$ cat src/rtl/mem_stage.sv
// Memory-access pipeline stage: waits for data-SRAM responses, extracts load data,
// and drops responses that belong to instructions killed by a WB flush.
module mem_stage #(
    parameter int unsigned SB_WD = 128
) (
    input  logic             clk,
    input  logic             reset,
    input  logic             es_to_ms_valid,
    output logic             ms_allowin,
    input  logic [31:0]      es_pc,
    input  logic [31:0]      es_result,
    input  logic [4:0]       es_dest,
    input  logic             es_gr_we,
    input  logic [2:0]       es_ld_op,
    input  logic             es_mem_req,
    input  logic             es_ex,
    input  logic [SB_WD-1:0] es_sideband,
    input  logic             data_sram_data_ok,
    input  logic [31:0]      data_sram_rdata,
    input  logic             ws_allowin,
    input  logic             ws_flush_pipe,
    output logic             ms_to_ws_valid,
    output logic [31:0]      ms_pc,
    output logic [31:0]      ms_final_result,
    output logic [4:0]       ms_dest,
    output logic             ms_gr_we,
    output logic             ms_ex,
    output logic [SB_WD-1:0] ms_sideband,
    output logic             ms_fwd_valid,
    output logic [4:0]       ms_fwd_dest,
    output logic [31:0]      ms_fwd_data,
    output logic             ms_fwd_block,
    output logic             ms_ex_block
);

    logic             r_ms_valid;
    logic [31:0]      r_pc;
    logic [31:0]      r_result;
    logic [4:0]       r_dest;
    logic             r_gr_we;
    logic [2:0]       r_ld_op;
    logic             r_ex;
    logic [SB_WD-1:0] r_sideband;
    logic [1:0]       r_addr_lo;
    logic             r_req;
    logic             r_got;
    logic [31:0]      r_rdata;
    logic [1:0]       r_drop_cnt;

    logic        w_drop_zero;
    logic        w_ready_go;
    logic        w_accept;
    logic        w_capture;
    logic        w_drain;
    logic        w_pend;
    logic        w_new_req;
    logic [2:0]  w_drop_next;
    logic [31:0] w_ld_word;
    logic [7:0]  w_byte;
    logic [15:0] w_half;
    logic [31:0] w_ld_ext;

    assign w_drop_zero = (r_drop_cnt == 2'd0);
    assign w_ready_go  = !r_req || r_got || (data_sram_data_ok && w_drop_zero);
    assign ms_allowin  = !r_ms_valid || (w_ready_go && ws_allowin);
    assign w_accept    = es_to_ms_valid && ms_allowin && !ws_flush_pipe;
    assign w_capture   = data_sram_data_ok && w_drop_zero && r_ms_valid && r_req && !r_got;
    assign w_drain     = data_sram_data_ok && !w_drop_zero;

    // Requests in flight that will never be consumed once the flush kills their owners.
    assign w_pend    = r_ms_valid && r_req && !r_got && !(data_sram_data_ok && w_drop_zero);
    assign w_new_req = es_to_ms_valid && es_mem_req;

    always_comb begin
        w_drop_next = {1'b0, r_drop_cnt};
        if (ws_flush_pipe) begin
            w_drop_next = w_drop_next + {2'b00, w_pend} + {2'b00, w_new_req};
        end
        if (w_drain) begin
            w_drop_next = w_drop_next - 3'd1;
        end
    end

    always_ff @(posedge clk) begin
        if (reset) begin
            r_ms_valid <= 1'b0;
        end else if (ws_flush_pipe) begin
            r_ms_valid <= 1'b0;
        end else if (ms_allowin) begin
            r_ms_valid <= es_to_ms_valid;
        end
    end

    always_ff @(posedge clk) begin
        if (w_accept) begin
            r_pc       <= es_pc;
            r_result   <= es_result;
            r_dest     <= es_dest;
            r_gr_we    <= es_gr_we;
            r_ld_op    <= es_ld_op;
            r_ex       <= es_ex;
            r_sideband <= es_sideband;
            r_addr_lo  <= es_result[1:0];
            r_req      <= es_mem_req;
        end
    end

    always_ff @(posedge clk) begin
        if (reset) begin
            r_got      <= 1'b0;
            r_drop_cnt <= 2'd0;
        end else begin
            r_drop_cnt <= w_drop_next[1:0];
            if (w_accept) begin
                r_got <= 1'b0;
            end else if (w_capture) begin
                r_got <= 1'b1;
            end
        end
    end

    always_ff @(posedge clk) begin
        if (w_capture) begin
            r_rdata <= data_sram_rdata;
        end
    end

    assign w_ld_word = r_got ? r_rdata : data_sram_rdata;
    assign w_half    = r_addr_lo[1] ? w_ld_word[31:16] : w_ld_word[15:0];

    always_comb begin
        w_byte = w_ld_word[7:0];
        case (r_addr_lo)
            2'd1:    w_byte = w_ld_word[15:8];
            2'd2:    w_byte = w_ld_word[23:16];
            2'd3:    w_byte = w_ld_word[31:24];
            default: w_byte = w_ld_word[7:0];
        endcase
    end

    always_comb begin
        w_ld_ext = w_ld_word;
        case (r_ld_op)
            3'd1:    w_ld_ext = {{24{w_byte[7]}}, w_byte};
            3'd2:    w_ld_ext = {{16{w_half[15]}}, w_half};
            3'd4:    w_ld_ext = {24'h0, w_byte};
            3'd5:    w_ld_ext = {16'h0, w_half};
            default: w_ld_ext = w_ld_word;
        endcase
    end

    assign ms_to_ws_valid  = r_ms_valid && w_ready_go;
    assign ms_pc           = r_pc;
    assign ms_final_result = (r_ld_op != 3'd0) ? w_ld_ext : r_result;
    assign ms_dest         = r_dest;
    assign ms_gr_we        = r_gr_we;
    assign ms_ex           = r_ex;
    assign ms_sideband     = r_sideband;
    assign ms_fwd_valid    = r_ms_valid && r_gr_we;
    assign ms_fwd_dest     = r_dest;
    assign ms_fwd_data     = ms_final_result;
    assign ms_fwd_block    = r_ms_valid && (r_ld_op != 3'd0) && !w_ready_go;
    assign ms_ex_block     = r_ms_valid && r_ex;

    // At most one killed MS request plus one killed EXE request can be pending.
    a_drop_cnt_max: assert property (@(posedge clk) disable iff (reset) w_drop_next <= 3'd2);

endmodule

$ cat config.mk
export PLATFORM = sky130hd
export DESIGN_NAME = mem_stage
export DESIGN_NICKNAME = d
export VERILOG_FILES = /design/src/rtl/mem_stage.sv
export SDC_FILE = /design/constraint.sdc
export NUM_CORES = 1
export LEC_CHECK = 0
export ABC_AREA = 1
export CORE_AREA = 3 3 187 189
export DETAILED_ROUTE_END_ITERATION = 8
export DIE_AREA = 0 0 190 192
export PLACE_DENSITY_LB_ADDON = 0.12
export SYNTH_ARGS = -nofsm -noshare
export SYNTH_HDL_FRONTEND = slang
export SYNTH_SLANG_ARGS = --single-unit
$ cat constraint.sdc
create_clock -name clk -period 12.3 [get_ports clk]
set_input_delay 3.69 -clock clk [delete_from_list [all_inputs] [get_ports clk]]
set_output_delay 3.69 -clock clk [all_outputs]
set_load 0.03 [all_outputs]
==> results.toml, run 1 <==
[timing]
rsz0062_at_grt = "no"
fmax_mhz = 102
holdWs_ps = 628
worst_pin_slew_ps = 1010
fin_crit_sh_pct = 79.5
finalClockSkew_ps = 8.01
worst_slew_margin_rel_pct = 32.4
setup_viol = 0
hold_viol = 0
period_needed_ps = 9770
slew_viol_final = 0
fin_setup_tns_ps = 0

[logic_synthesis]
synth_top_area_share_pct = 74.7
ys_top_cells_by_count = "edfxtp_1, nand2_1, inv_1, buf_4, o21ai_0"
yosys.cell_count.top_type = "edfxtp_1"
synth_edf_count = 235
syn_nets = 932
synthCells = 690
async_flop_share_pct = 0
synth_area_leaders = "edfxtp_1, nand2_1, buf_4"
synth_area_mm2 = 0.00944
yosys_warnings = 0
synth_cell_types = 35
ys_ff_latch = 239
synth_seq_area_share_pct = 75.6
synth_area_per_cell_um2 = 13.7
synth_area_leader_cell = "edfxtp_1"
synthFlopType = "edfxtp_1"

[clock_tree]
cts_tree = "done"
cts-root-buf = "clkbuf_16"
clk_pin_slew_ps = 60
ctsResizeCount = 0
cts_buffer_depth = 3
numCtsBuffers = 29
ctsHoldBuffers = 0
h-tree-depth = 1
clk_latency_ps = 550
cts_sinks = 239
post_cts_buffers = 0

[critical_path]
crit_family = "buffers and inverters"
crit_fanout = 6
worstPathCellList = "clkdlybuf4s50_1 > inv_1 > nand2_4 > nand3_2 > nand2_1 > inv_1 > nand2_4 > nand3_4 > nand2_1 > o21ai_0 > nand2_1 > clkdlybuf4s50_1"
end_kind = "primary output"
cp_slowest_cell = "clkdlybuf4s50_1"
crit_type = "input pin to primary output"
crit_arrival_ps = 6080
critPathLaunchType = "input pin"
worst-path-buf-inv = 4
critical-path-max-stage-delay_ps = 640
crit_top_cell = "nand2_1"
required_ps = 8610

[worst_hold_path]
hold_class = "flop to flop"

[cells_and_area]
layout-drive-gt1-share_pct = 7.70
nets = 1389
syn2layout_area_growth_pct = 62.4

[global_route]
grt_start_max_net_pins = 166
grt_util_all_layers_pct = 18.1
antenna_found_initial = 15
grt-ovfl-total = 0
grt_pass1_wl_um = 47900
grt_pass1_vias = 6993

[route]
drc = 0
wl_per_cell_um = 21.2
vias_per_cell = 4.23
wl_met3_um = 3340
dr.pass1.iters = 5
wl_met1_um = 11500
wirelength_um = 34400
maxUsedRoutingLayer = "met5"
drt_iter0_drc = 354
met2RoutedLength_um = 18500
ant_nets = 0
num_vias = 6864

[power_and_ir_drop]
vdd_drop_max_v = 0.000105
power_density_mw_per_mm2 = 137
power.leakage_uw = 0.00570

[die]
die_x_um = 190
start_util_pct = 28.2
dieHeight_um = 192
core_mm2 = 0.0334
design.die.area_mm2 = 0.0365
rows = 67
pin_count = 482

[place]
gp_routability_congestion = 0.815
portBuffers = 481
dp_hpwl_um = 26900

[job]
drv_cap = 0

[status]
status = "finished clean"
==> worst paths after layout <==
check	startpoint	end	slack (ps)	cells after the start
max	data_sram_rdata[15]	ms_final_result[7]	2530	12
min	r_drop_cnt[1]	r_drop_cnt[1]	630	2
max reg2reg	r_got	ms_sideband[107]	8870	7
min reg2reg	r_drop_cnt[1]	r_drop_cnt[1]	630	2
==> layout make-up <==
cell class | count | area, µm²
Antenna cell | 5 | 12.5
Clock inverter | 18 | 123
Multi-Input combinational cell | 331 | 1650
Clock buffer | 35 | 758
Timing Repair Buffer | 486 | 4860
Sequential cell | 239 | 7140
Tap cell | 448 | 561
Inverter | 60 | 225
Fill cell | 3044 | 18100
==> flip-flops by register name (all words and copies together) (netlist names), 2 cells and up <==
signal,count
ms_dest,5
r_drop_cnt,2
r_ld_op,3
ms_sideband,128
r_result,32
ms_pc,32
r_rdata,32
==> placed cells by master (no fill, tap or decap), types with 4 or more instances in the layout <==
master	count
dfxtp_1	4
o21bai_1	8
clkinv_1	8
o21ai_1	7
clkbuf_16	29
nand2_1	185
clkdlybuf4s50_1	481
a21oi_1	8
nor2_1	12
or2_2	15
clkinv_2	7
o22ai_2	10
buf_4	4
o21ai_0	36
inv_2	6
o211ai_1	6
o22ai_1	10
inv_1	54
clkbuf_1	5
nand2_4	4
nand3_1	14
edfxtp_1	235
diode_2	5
==> worst register-to-register path: stages, from the launching register on <==
cell	delay (ps)
dfxtp_1	300
buf_4	340
inv_2	340
nand3_1	230
a21oi_1	150
nor2_4	330
buf_4	480
buf_12	590
==> cell families after synthesis <==
group	Yosys count	synth area share, %
fa+ha+maj	1	0.212
buf+inv	120	7.02
xor+xnor	1	0.0928
simple gates	241	10.9
compound gates	88	6.15
flops	239	75.6
==> report_power, final <==
group          internal (µW)  switching [µW]
clock                    458             334
sequential               935            10.2
combinational            163             195
==> through the flow <==
step	cell area, µm²	worst slack [ps]	cells	util (%)	total power, µW
floorplan	9440	2580	690	-	1150
global placement	14400	2410	1564	43.2	1320
detailed placement	14400	2390	1564	43.2	1320
CTS	15300	2390	1617	45.8	2130
global route	15300	2310	1622	45.8	2180
finish	15300	2530	1622	45.8	2090
==> metal layers <==
metal  global-route usage, %  vias up
li1                        -     3280
met1                    18.3     3190
met2                    33.2      305
met3                    7.65       69
met4                    6.43       20
met5                   0.412        -
(Power assumes the default switching activity.)
==> inputs of run 2 (changes only) <==
clock period = 7.9 ns   (was 12.3 ns; I/O delays follow)
==> run 2 against run 1 <==
  * Clock skew up 10 ps
  * Design area is 0.60% higher
  * Worst hold slack improved by 3.5 ps
  * Utilization rose by 0.28 points
  * Wire length is essentially flat
  * Die area is the same
  * First-iteration DRC count up 6.8%
  * Largest cell class unchanged
==> results.toml, run 2 (same netlist as run 1, synthesis figures left out) <==
[power_and_ir_drop]
p_sw_share_pct = 25.2
switching_power_uw = 849
p_int_uw = 2510
power.leakage_uw = 0.00575
power_density_mw_per_mm2 = 218
combPwrFrac_pct = 16.8
p_seq_share_pct = 43.7
vdd_drop_max_v = 0.000132
clock_power_share_pct = 39.5

[cells_and_area]
final_cell_mix = "clkdlybuf4s50_1, edfxtp_1, nand2_1, inv_1, o21ai_0"
final_common_cell = "clkdlybuf4s50_1"
syn2layout_area_growth_pct = 63.4
layout.cells.non_filler = 1624
largest_register_ffs = 128
post-route-cell-area_mm2 = 0.0154
nets = 1392
layout-drive-gt1-share_pct = 8.10

[global_route]
grt_start_max_net_pins = 60
grt_pass1_vias = 7001
grt_pass1_wl_um = 48000
grt_util_all_layers_pct = 18.0
grt-ovfl-total = 0
antenna_found_initial = 9

[clock_tree]
clk_latency_ps = 540
ctsHoldBuffers = 0
cts_tree = "done"
h-tree-depth = 1
cts_buffer_depth = 3
numCtsBuffers = 29
post_cts_buffers = 0
cts_sinks = 239
cts-root-buf = "clkbuf_16"
clk_pin_slew_ps = 60
ctsResizeCount = 0

[critical_path]
crit_fanout = 6
crit_family = "buffers and inverters"
crit_arrival_ps = 4760
worst-path-buf-inv = 4
required_ps = 5530
cp_slowest_cell = "clkdlybuf4s50_1"
end_kind = "primary output"
critical-path-max-stage-delay_ps = 710
crit_type = "input pin to primary output"
crit_top_cell = "nand2_1"
worstPathCellList = "clkdlybuf4s50_1 > nand2_1 > nand2_1 > nand2_1 > nand2_1 > inv_1 > nand2_4 > nand3_4 > nand2_1 > o21ai_0 > buf_4 > nand2_1 > clkdlybuf4s50_1"
critPathLaunchType = "input pin"

[timing]
rsz0062_at_grt = "no"
setup_viol = 0
fin_ws_ps = 765
worst_pin_slew_ps = 896
period_needed_ps = 7130
worst_slew_margin_rel_pct = 40.2
fin_setup_tns_ps = 0
hold_viol = 0
slew_viol_final = 0
fin_crit_sh_pct = 90.3
fmax_mhz = 140
finalClockSkew_ps = 18.4

[status]
status = "finished clean"

[place]
gp_routability_congestion = 0.847
portBuffers = 481
dp_hpwl_um = 27100
dpl_cell_area_mm2 = 0.0145
dp_cells = 1567
pre_cts_ws_ps = 735

[die]
die_x_um = 190
rows = 67
pin_count = 482
start_util_pct = 28.2
design.die.area_mm2 = 0.0365
core_mm2 = 0.0334
dieHeight_um = 192

[worst_hold_path]
hold_class = "flop to flop"

[route]
wirelength_um = 34400
ant_nets = 0
num_vias = 6869
dr.pass1.iters = 4
vias_per_cell = 4.23
drt_iter0_drc = 378
drc = 0
wl_per_cell_um = 21.2

[job]
drv_cap = 0
[run 2: changes by cell type in the layout (fill, tap and decap cells not counted), sizes merged]
cell,before,now
bufinv,1,4
clkbuf,35,37
diode,5,3
clkinv,15,12
clkinvlp,1,0
buf,5,8
[run 2: final timing paths]
kind	cells after the start	start	to	slack, ps
hold reg to reg	2	r_drop_cnt[1]	r_drop_cnt[1]	630
setup / recovery	13	data_sram_rdata[23]	ms_final_result[7]	770
hold / removal	2	r_drop_cnt[1]	r_drop_cnt[1]	630
setup reg to reg	5	r_got	ms_sideband[72]	5560
[run 2: power groups by stage]
| stage | Clock [µW] | Sequential, µW | Combinational (µW) |
|---|---|---|---|
| after floorplan | 0 | 1570 | 205 |
| after global placement | 0 | 1490 | 570 |
| after detailed placement | 0 | 1500 | 571 |
| after CTS | 1380 | 1470 | 574 |
| after global routing | 1430 | 1470 | 597 |
| final | 1330 | 1470 | 565 |
[run 2: final cells by class]
type,count,area (µm²)
fill,3057,18000
sequential,239,7140
timing repair buffer,489,4900
multi-input combinational,331,1650
clock buffer,37,756
tap,448,561
inverter,60,225
clock inverter,17,188
antenna,3,7.51
[run 2: stage by stage]
step                power [µW]  hold slack (ps)  utilization, %
floorplan                 1780              566               -
global placement          2060              606            43.3
detailed placement        2070              606            43.3
CTS                       3420              623            46.1
global route              3500              688            46.1
finish                    3360              631            46.1
[run 2: worst register-to-register path: cells and delay by family, from the launching register on]
kind	cells	cell delay (ps)
buf+inv	2	830
simple gates	2	620
flops	1	340
compound gates	1	150
[run 2: layer usage]
layer	vias up	wire, µm	global-route usage (%)
li1	3281	-	-
met1	3220	12200	19.9
met2	309	18400	33.1
met3	45	3280	6.84
met4	14	463	3.50
met5	-	94	0
